`src/rtl/serial_word_loader_pkg.sv`:
```
// Shared types and sizing helpers for the serial word loader and its holding stage.
// The handshake enum is observational only; datapath state lives in bit_cnt and word_valid.
package serial_word_loader_pkg;

  localparam int DEFAULT_WIDTH = 8;
  localparam int MIN_WIDTH     = 2;
  localparam int MAX_WIDTH     = 32;

  typedef enum logic [1:0] {
    IDLE    = 2'd0,
    COLLECT = 2'd1,
    FULL    = 2'd2
  } hs_state_e;

  function automatic int cnt_w(input int width);
    return (width < 2) ? 1 : $clog2(width);
  endfunction

  function automatic hs_state_e hs_state(input logic valid, input logic collecting);
    if (valid) begin
      return FULL;
    end
    return collecting ? COLLECT : IDLE;
  endfunction

endpackage

```
`src/rtl/serial_word_loader_output_hold_reg.sv`:
```
// Word holding register with a valid flag: load wins over drain, so a load on a
// draining edge replaces the word with no bubble; otherwise the word is held until drained.
module serial_word_loader_output_hold_reg #(
  parameter int WIDTH = 8
) (
  input  logic             clk,
  input  logic             rst,
  input  logic             load_i,
  input  logic [WIDTH-1:0] data_i,
  input  logic             ready_i,
  output logic [WIDTH-1:0] data_o,
  output logic             valid_o
);

  logic [WIDTH-1:0] data_q, data_d;
  logic             valid_q, valid_d;

  always_comb begin
    data_d  = data_q;
    valid_d = valid_q;
    if (load_i) begin
      data_d  = data_i;
      valid_d = 1'b1;
    end else if (valid_q && ready_i) begin
      valid_d = 1'b0;
    end
  end

  always_ff @(posedge clk) begin
    if (rst) begin
      data_q  <= '0;
      valid_q <= 1'b0;
    end else begin
      data_q  <= data_d;
      valid_q <= valid_d;
    end
  end

  assign data_o  = data_q;
  assign valid_o = valid_q;

endmodule

```
`src/rtl/serial_word_loader.sv`:
```
// Serial-to-parallel front end: gathers WIDTH bits into a word and hands it off on
// a valid/ready interface, stalling the serial source only on the final bit when blocked.
module serial_word_loader
  import serial_word_loader_pkg::*;
#(
  parameter int WIDTH     = DEFAULT_WIDTH,
  parameter int MSB_FIRST = 0
) (
  input  logic                      clk,
  input  logic                      rst,
  input  logic                      sin,
  input  logic                      sin_valid,
  output logic                      sin_ready,
  input  logic                      abort,
  output logic [WIDTH-1:0]          word,
  output logic                      word_valid,
  input  logic                      word_ready,
  output logic [cnt_w(WIDTH)-1:0]   bit_cnt
);

  localparam int               CNT_W = cnt_w(WIDTH);
  localparam logic [CNT_W-1:0] LAST  = CNT_W'(WIDTH - 1);

  logic [WIDTH-1:0] shift_q, shift_d;
  logic [CNT_W-1:0] bit_cnt_q, bit_cnt_d;
  logic [WIDTH-1:0] merged;
  logic [CNT_W-1:0] wr_pos;
  logic             last_bit;
  logic             accept;
  logic             load;
  logic             hold_valid;
  hs_state_e        state_obs;

  assign last_bit  = (bit_cnt_q == LAST);
  assign sin_ready = !(last_bit && hold_valid && !word_ready);
  assign accept    = sin_valid && sin_ready && !abort;
  assign load      = accept && last_bit;
  assign wr_pos    = (MSB_FIRST != 0) ? (LAST - bit_cnt_q) : bit_cnt_q;

  // sin is only selected on an accepted bit, so an X while idle never reaches the word
  genvar gi;
  generate
    for (gi = 0; gi < WIDTH; gi++) begin : g_merge
      assign merged[gi] = (accept && (wr_pos == CNT_W'(gi))) ? sin : shift_q[gi];
    end
  endgenerate

  always_comb begin
    bit_cnt_d = bit_cnt_q;
    shift_d   = shift_q;
    if (abort) begin
      bit_cnt_d = '0;
      shift_d   = '0;
    end else if (accept) begin
      if (last_bit) begin
        bit_cnt_d = '0;
        shift_d   = '0;
      end else begin
        bit_cnt_d = bit_cnt_q + CNT_W'(1);
        shift_d   = merged;
      end
    end
  end

  always_ff @(posedge clk) begin
    if (rst) begin
      shift_q   <= '0;
      bit_cnt_q <= '0;
    end else begin
      shift_q   <= shift_d;
      bit_cnt_q <= bit_cnt_d;
    end
  end

  serial_word_loader_output_hold_reg #(
    .WIDTH (WIDTH)
  ) u_hold (
    .clk     (clk),
    .rst     (rst),
    .load_i  (load),
    .data_i  (merged),
    .ready_i (word_ready),
    .data_o  (word),
    .valid_o (hold_valid)
  );

  assign word_valid = hold_valid;
  assign bit_cnt    = bit_cnt_q;

  assign state_obs = hs_state(hold_valid, bit_cnt_q != '0);

  // A blocked word must survive to the next edge unless reset intervenes
  a_hold_stable: assert property (@(posedge clk)
    (state_obs == FULL && !word_ready && !rst) |=> (rst || (word_valid && $stable(word))));

  a_cnt_range: assert property (@(posedge clk) bit_cnt_q <= LAST);

endmodule

```
`config.mk`:
```
export PLATFORM = sky130hd
export DESIGN_NAME = serial_word_loader
export DESIGN_NICKNAME = d
export VERILOG_FILES = /design/src/rtl/serial_word_loader_pkg.sv /design/src/rtl/serial_word_loader_output_hold_reg.sv /design/src/rtl/serial_word_loader.sv
export SDC_FILE = /design/constraint.sdc
export NUM_CORES = 1
export LEC_CHECK = 0
export ABC_AREA = 1
export CORE_MARGIN = 1.5
export CORE_UTILIZATION = 55
export DETAILED_ROUTE_END_ITERATION = 8
export GPL_TIMING_DRIVEN = 0
export PLACE_DENSITY = 0.91
export SKIP_CTS_REPAIR_TIMING = 1
export SYNTH_ARGS = -nofsm -noshare
export SYNTH_HDL_FRONTEND = slang
export SYNTH_HIERARCHICAL = 1
export SYNTH_SLANG_ARGS = --single-unit
export TNS_END_PERCENT = 100
```
`constraint.sdc`:
```
create_clock -name clk -period 2.85 [get_ports clk]
set_input_delay 0.285 -clock clk [delete_from_list [all_inputs] [get_ports clk]]
set_output_delay 0.285 -clock clk [all_outputs]
set_load 0.02 [all_outputs]
```
==> flow_summary.toml, run 1 <==
[pwr]
clockPowerShare = 0.423
swShare = 0.221
p_leak_nw = 0.617
combPwrFrac = 0.078
p_int_mw = 0.440
power_frac_seq = 0.499
ir_drop_mv = 0.519
p_sw_mw = 0.125
p_per_area_nw_per_um2 = 416

[sta]
drv_slew = 0
fin_crit_sh = 0.847
slew_headroom = 0.815
setup_viol = 0
fin_ws_ps = 437
hold_viol_final = 0
setup-tns-final_ps = 0
post-route-min-period_ps = 2410
rsz0062_at_grt = "false"
fmax_mhz = 414
skew_ps = 5.25
tightest_slew_ps = 278

[final_layout]
final_nets = 187
synthToLayoutAreaGrowth_pct = 24.1
num_antenna_cells = 0
drive_gt1_frac = 0.0977
final_cell_mix = "inv_1 (22), nand2_1 (22), nor2_1 (21), dfxtp_1 (20), clkdlybuf4s50_1 (18)"

[place]
portBuffers = 18
dp_slack_ps = 795
place.gp.congestion = 0.842
dpl.hpwl_um = 1780

[logic_synthesis]
avgSynthCellArea_um2 = 7.19
synthDistinctLibCells = 22
yosysSeqAreaShare = 0.366
syn_nets = 164
synth_area_um2 = 1090
syn_inst = 152
synth-seq-cells = 20
yosys_warnings = 6

[setup_path]
r2r-start = "bit_cnt[1]$_SDFFE_PP0P_"
criticalPathCategory = "flip-flop to primary output"
critPathCaptureType = "primary output"
crit_buf_inv = 2
r2r_cells = 10
path_cells = "ha_1 > ha_1 > nand3_4 > buf_6 > clkdlybuf4s50_1"
cp_top_family = "buffers and inverters"
start_kind = "flip-flop"
crit_slowest_cell = "clkdlybuf4s50_1"
cpMostUsedCell = "ha_1"
slowest_delay_ps = 530
worstPathRequired_ps = 2570
crit_fanout = 10
arrival_ps = 2130
r2r_slack_ps = 920
rr_endpoint = "u_hold/data_o[5]$_SDFFE_PP0P_"

[global_route]
grt_max_degree = 13
met2_usage = 0.378
grt.total_usage = 0.231
antenna_found_initial = 0
grt.busiest_layer = "met2"
grt_pass1_wl_um = 3640
grt_overflow = 0
use_met3 = 0.0566
grt_use_met1 = 0.287
grt_pass1_vias = 887

[route]
route.detailed.drc = 0
ant_nets = 0
drt-pass1-iter-count = 4
viasPerCell = 5.29
drt-initial-drc-count = 34
wl_um = 2370
wl_per_cell_um = 11.9
num_vias = 1053

[hold_path]
worstHoldStart = "shift_q[7]$_SDFFE_PP0P_"
hp-class = "flip-flop to flip-flop"
hold_depth = 2
min_to = "shift_q[7]$_SDFFE_PP0P_"

[clocking]
cts.htree.levels = 1
cts-root-buf = "clkbuf_4"
cts_buffer_depth = 2
cts_inserted_buffers = 3
clock_latency_ps = 310
clk_pin_slew_worst_paths_ps = 130
cts_tree = "built"
cts.sinks = 20

[floorplan]
rows = 15
core_area_um2 = 1800
die_width_um = 47.6
die_y_um = 47.6
io_pins = 19
initial_core_util = 0.607
die_area_um2 = 2260

[run_status]
outcome = "completed"

[flow_run]
drv_cap = 0
-- worst max-delay path by stage --
stage | startpoint | endpoint | slack [ps] | cells past startpoint
final | bit_cnt[1]$_SDFFE_PP0P_ | sin_ready | 440 | 5
after detailed placement | bit_cnt[1]$_SDFFE_PP0P_ | sin_ready | 800 | 5
after global placement | bit_cnt[1]$_SDFFE_PP0P_ | sin_ready | 800 | 5
after floorplan | bit_cnt[1]$_SDFFE_PP0P_ | u_hold/data_o[5]$_SDFFE_PP0P_ | 1080 | 9
after global routing | bit_cnt[1]$_SDFFE_PP0P_ | sin_ready | 290 | 5
after CTS | bit_cnt[1]$_SDFFE_PP0P_ | sin_ready | 430 | 5
-- synth_stat cells (all sizes together) --
cell     n  share of area
a21oi   10          0.049
and2     7          0.042
buf      3          0.025
clkbuf   1         0.0046
clkinv   1         0.0034
dfxtp   20           0.37
ha       6          0.069
inv     24          0.082
nand2   23          0.086
nand3   15          0.080
nand4    7          0.040
nor2    23          0.093
o211a    1         0.0092
o21ai   11          0.050
-- kinds of logic after synthesis --
group / share of synthesized area
AO/OA/AOI/OAI: 0.109
adder cells (fa/ha/maj): 0.0686
buffers and inverters: 0.116
flip-flops: 0.366
AND/OR/NAND/NOR: 0.341
-- layer usage --
metal  share of wire  up-vias  wire (um)
met2            0.50       42       1190
met4           0.018        0         43
met5               0        -          0
met3           0.073        8        174
li1                -      528          -
met1            0.41      475        968
-- worst register-to-register path, delay by kind of cell, from the launching register on --
| family | cells | cell delay [ps] |
|---|---|---|
| flip-flops | 1 | 420 |
| AND/OR/NAND/NOR | 5 | 550 |
| adder cells (fa/ha/maj) | 2 | 520 |
| buffers and inverters | 3 | 380 |
-- final cells by class --
class	instances	area, um^2
Buffer	4	32.5
Clock buffer	3	22.5
Clock inverter	1	30.0
Fill cell	140	444
Inverter	25	93.8
Multi-Input combinational cell	103	567
Sequential cell	20	400
Tap cell	25	31.3
Timing Repair Buffer	18	180
-- registers in the layout (all words and copies together) (netlist names) --
name and flops:
shift_q 8, u_hold/data_o 8, bit_cnt 3, u_hold/valid_o 1
-- power by group through the flow --
stage | clock network (mW) | registers (mW) | logic, mW
floorplan | 0 | 0.289 | 0.0255
global placement | 0 | 0.288 | 0.0419
detailed placement | 0 | 0.288 | 0.0435
CTS | 0.240 | 0.282 | 0.0438
global route | 0.253 | 0.282 | 0.0483
finish | 0.239 | 0.282 | 0.0440
-- per-stage QoR --
step,cells,power [mW],hold slack (ps),area [um^2],utilization
6_report,199,0.565,462,1360,0.753
5_1_grt,199,0.584,490,1360,0.753
4_1_cts,199,0.566,462,1360,0.753
3_5_place_dp,195,0.332,441,1310,0.724
3_3_place_gp,195,0.330,431,1310,0.724
2_1_floorplan,152,0.315,347,1090,-
Power figures use the tool's default switching activity.
==> inputs of run 2 (changes only) <==
CORE_UTILIZATION = 46   (was 55)
PLACE_DENSITY = 0.82   (was 0.91)
clock period = 2.06 ns   (was 2.85 ns; I/O delays follow)
==> run 2 against run 1 <==
  * Critical path depth is the same
  * Combinational power grew 40%
  * Clock skew is 12 ps higher
  * Sequential share of layout area shrank 0.24 points
  * Worst hold slack better by 6.5 ps
  * Setup slack worse by 330 ps
  * Largest cell class unchanged
  * First-iteration DRC count fell by 26%
==> flow_summary.toml, run 2 (synthesis gave the netlist of run 1 again) <==
[run_status]
outcome = "completed"

[floorplan]
rows = 17
die_width_um = 51.8
die_area_um2 = 2680
io_pins = 19
initial_core_util = 0.490
die_y_um = 51.8
core_area_um2 = 2230

[sta]
hold_viol_final = 0
drv_slew = 0
rsz0062_at_grt = "false"
fmax_mhz = 513
fin_crit_sh = 0.947
setup_viol = 0
tightest_slew_ps = 292
slew_headroom = 0.804
post-route-min-period_ps = 1950
skew_ps = 17.5
setup-tns-final_ps = 0
fin_ws_ps = 109

[setup_path]
cp_top_family = "adder cells"
arrival_ps = 1740
critPathCaptureType = "primary output"
r2r_cells = 9
worst-path-stages = 5
path_cells = "ha_1 > ha_2 > nand3_4 > buf_6 > dlymetal6s2s_1"
worstPathRequired_ps = 1850
slowest_delay_ps = 420
criticalPathCategory = "flip-flop to primary output"
crit_fanout = 10
crit_buf_inv = 2
start_kind = "flip-flop"
r2r_slack_ps = 220
crit_slowest_cell = "dfxtp_1"

[clocking]
cts_buffer_depth = 2
cts-root-buf = "clkbuf_4"
clock_latency_ps = 320
cts_tree = "built"
clk_pin_slew_worst_paths_ps = 110
cts.htree.levels = 1
cts.sinks = 20
cts_inserted_buffers = 3

[final_layout]
stdcell_count = 202
final_nets = 187
num_antenna_cells = 0
synthToLayoutAreaGrowth_pct = 25.2
final_cell_mix = "inv_1 (22), nand2_1 (22), nor2_1 (21), dfxtp_1 (20), clkdlybuf4s50_1 (17)"
drive_gt1_frac = 0.103

[global_route]
grt_pass1_vias = 965
antenna_found_initial = 0
grt_pass1_wl_um = 4170
grt_overflow = 0
grt.total_usage = 0.213
grt_max_degree = 13

[route]
wl_per_cell_um = 12.5
viasPerCell = 5.19
drt-pass1-iter-count = 4
route.detailed.drc = 0
wl_um = 2540
drt-initial-drc-count = 25
num_vias = 1049
ant_nets = 0

[hold_path]
hp-class = "flip-flop to flip-flop"
hold_depth = 2

[pwr]
p_leak_nw = 0.615
ir_drop_mv = 0.542
p_per_area_nw_per_um2 = 570

[place]
dp_slack_ps = 18.1
place.gp.congestion = 0.797
dp_cells = 198
portBuffers = 18
dpl.hpwl_um = 1830

[flow_run]
drv_cap = 0
==> run 2: final timing paths <==
kind	start	to
worst max-delay path	bit_cnt[1]$_SDFFE_PP0P_	sin_ready
worst min-delay path	shift_q[6]$_SDFFE_PP0P_	shift_q[6]$_SDFFE_PP0P_
worst max register to register	bit_cnt[1]$_SDFFE_PP0P_	u_hold/data_o[1]$_SDFFE_PP0P_
worst min register to register	shift_q[6]$_SDFFE_PP0P_	shift_q[6]$_SDFFE_PP0P_
==> run 2: stage by stage <==
step	instance area, um^2	hold slack [ps]	total power [mW]	utilization
after floorplan	1090	268	0.436	-
after global placement	1310	431	0.457	0.586
after detailed placement	1310	457	0.459	0.586
after CTS	1360	474	0.785	0.610
after global routing	1370	483	0.805	0.613
final	1370	468	0.780	0.613
==> run 2: per-layer routing <==
layer  wire length [um]  vias to the layer above  global-route usage
met5                  0                        -                   0
met4                 25                        0              0.0833
met3                126                        5              0.0575
met2               1360                       26               0.385
met1               1030                      484               0.235
li1                   -                      534                   -
==> run 2: final cells by class <==
cell class	instances	area, um^2
inverter	25	96.3
clock buffer	3	22.5
buffer	4	32.5
sequential	20	400
fill	197	865
multi-input combinational	103	569
tap	28	35.0
timing repair buffer	18	183
clock inverter	1	30.0
==> run 2: where the power goes <==
| part | switching [mW] | internal [mW] | total (mW) |
|---|---|---|---|
| Clock | 0.132 | 0.197 | 0.329 |
| Sequential | 0.00159 | 0.388 | 0.390 |
| Combinational | 0.0374 | 0.0241 | 0.0615 |
==> run 2: tightest hold or removal path, stage by stage, from the launching register on <==
cell     delay [ps]
dfxtp_1         320
nand2_1          60
a21oi_1          50
==> inputs of run 3 (changes only) <==
CORE_UTILIZATION = 26   (was 46)
PLACE_DENSITY = 0.55   (was 0.82)
==> run 3 against run 2 <==
  * Die area increased by 72%
  * Global-route usage fell by 9.0 points
  * Total power is 8.6% higher
  * Largest power group is now the clock network
  * Critical endpoint unchanged
  * Worst hold slack worse by 21 ps
  * Cell count up 11%
  * Register-to-register slack better by 90 ps
  * Via count down 6.7%
==> flow_summary.toml, run 3 (synthesis gave the netlist of run 1 again) <==
[global_route]
grt_pass1_wl_um = 4240
grt_overflow = 0
grt_max_degree = 13
grt.total_usage = 0.123
antenna_found_initial = 0
grt_pass1_vias = 932

[setup_path]
critPathCaptureType = "primary output"
arrival_ps = 1640
crit_fanout = 10
start_kind = "flip-flop"
criticalPathCategory = "flip-flop to primary output"
worstPathRequired_ps = 1850

[route]
ant_nets = 0
viasPerCell = 4.37
num_vias = 979
route.detailed.drc = 0
wl_um = 2300
wl_per_cell_um = 10.3
drt-initial-drc-count = 41
drt-pass1-iter-count = 4

[sta]
hold_viol_final = 0
fmax_mhz = 543
setup-tns-final_ps = 0
drv_slew = 0
fin_ws_ps = 218
setup_viol = 0
slew_headroom = 0.816
fin_crit_sh = 0.894
tightest_slew_ps = 274
post-route-min-period_ps = 1840
rsz0062_at_grt = "false"
hold-worst-slack_ps = 448
skew_ps = 2.98

[place]
portBuffers = 18
dpl.hpwl_um = 1750
place.gp.congestion = 0.830
dp_slack_ps = 35.4

[floorplan]
die_area_um2 = 4600
rows = 23
core_area_um2 = 4030
die_y_um = 67.9
initial_core_util = 0.271
die_width_um = 67.9
io_pins = 19

[clocking]
clk_pin_slew_worst_paths_ps = 80
cts_buffer_depth = 2
cts.sinks = 20
cts_inserted_buffers = 3
cts.htree.levels = 1
cts_tree = "built"
cts-root-buf = "clkbuf_8"
clock_latency_ps = 260

[flow_run]
drv_cap = 0

[pwr]
p_int_mw = 0.671
combPwrFrac = 0.072
ir_drop_mv = 0.298
p_per_area_nw_per_um2 = 599
clockPowerShare = 0.469
finalPower_mw = 0.847
power_frac_seq = 0.460
p_leak_nw = 0.622
swShare = 0.208
p_sw_mw = 0.176

[final_layout]
synthToLayoutAreaGrowth_pct = 29.3
fillers = 466
final_cell_mix = "inv_1 (22), nand2_1 (22), nor2_1 (21), dfxtp_1 (19), clkdlybuf4s50_1 (17)"
num_antenna_cells = 0
multi_input_area_um2 = 569
final_nets = 187
drive_gt1_frac = 0.109
regArea_um2 = 402

[run_status]
outcome = "completed"

[hold_path]
hp-class = "flip-flop to flip-flop"
run 3: layout make-up:
type,count,share of cell area
well taps,50,0.0442
inverters,25,0.0664
clock buffers,3,0.0292
plain buffers,4,0.0230
flip-flops and latches,20,0.284
repair buffers,18,0.129
multi-input cells,103,0.403
clock inverters,1,0.0212
run 3: per-layer routing:
layer | wire length [um] | global-route usage | vias up
li1 | - | - | 530
met1 | 1090 | 0.156 | 423
met2 | 1050 | 0.201 | 24
met3 | 153 | 0.0395 | 2
met4 | 14 | 0.0300 | 0
met5 | 0 | 0 | -
run 3: through the flow:
step                utilization  area (um^2)  instances
floorplan                     -         1090        152
global placement          0.332         1340        220
detailed placement        0.332         1340        220
CTS                       0.349         1410        224
global route              0.351         1410        224
finish                    0.351         1410        224
run 3: worst paths after layout:
kind                           startpoint                             to  slack, ps  cells after the start
setup / recovery  bit_cnt[0]$_SDFFE_PP0P_                      sin_ready        220                      5
hold reg to reg   shift_q[7]$_SDFFE_PP0P_        shift_q[7]$_SDFFE_PP0P_        450                      2
hold / removal    shift_q[7]$_SDFFE_PP0P_        shift_q[7]$_SDFFE_PP0P_        450                      2
setup reg to reg  bit_cnt[0]$_SDFFE_PP0P_  u_hold/data_o[3]$_SDFFE_PP0P_        310                     10
run 3: power by group through the flow:
stage,combinational [mW],sequential (mW),clock [mW]
after global placement,0.0617,0.399,0
after CTS,0.0619,0.390,0.408
after global routing,0.0686,0.390,0.435
after detailed placement,0.0617,0.399,0
after floorplan,0.0353,0.400,0
final,0.0607,0.389,0.397
run 3: critical path, cell delays in order, from the launching register on:
cell            delay [ps]
dfxtp_1                390
ha_1                   200
ha_2                   260
nand3_4                150
buf_6                  170
dlymetal6s2s_1         200
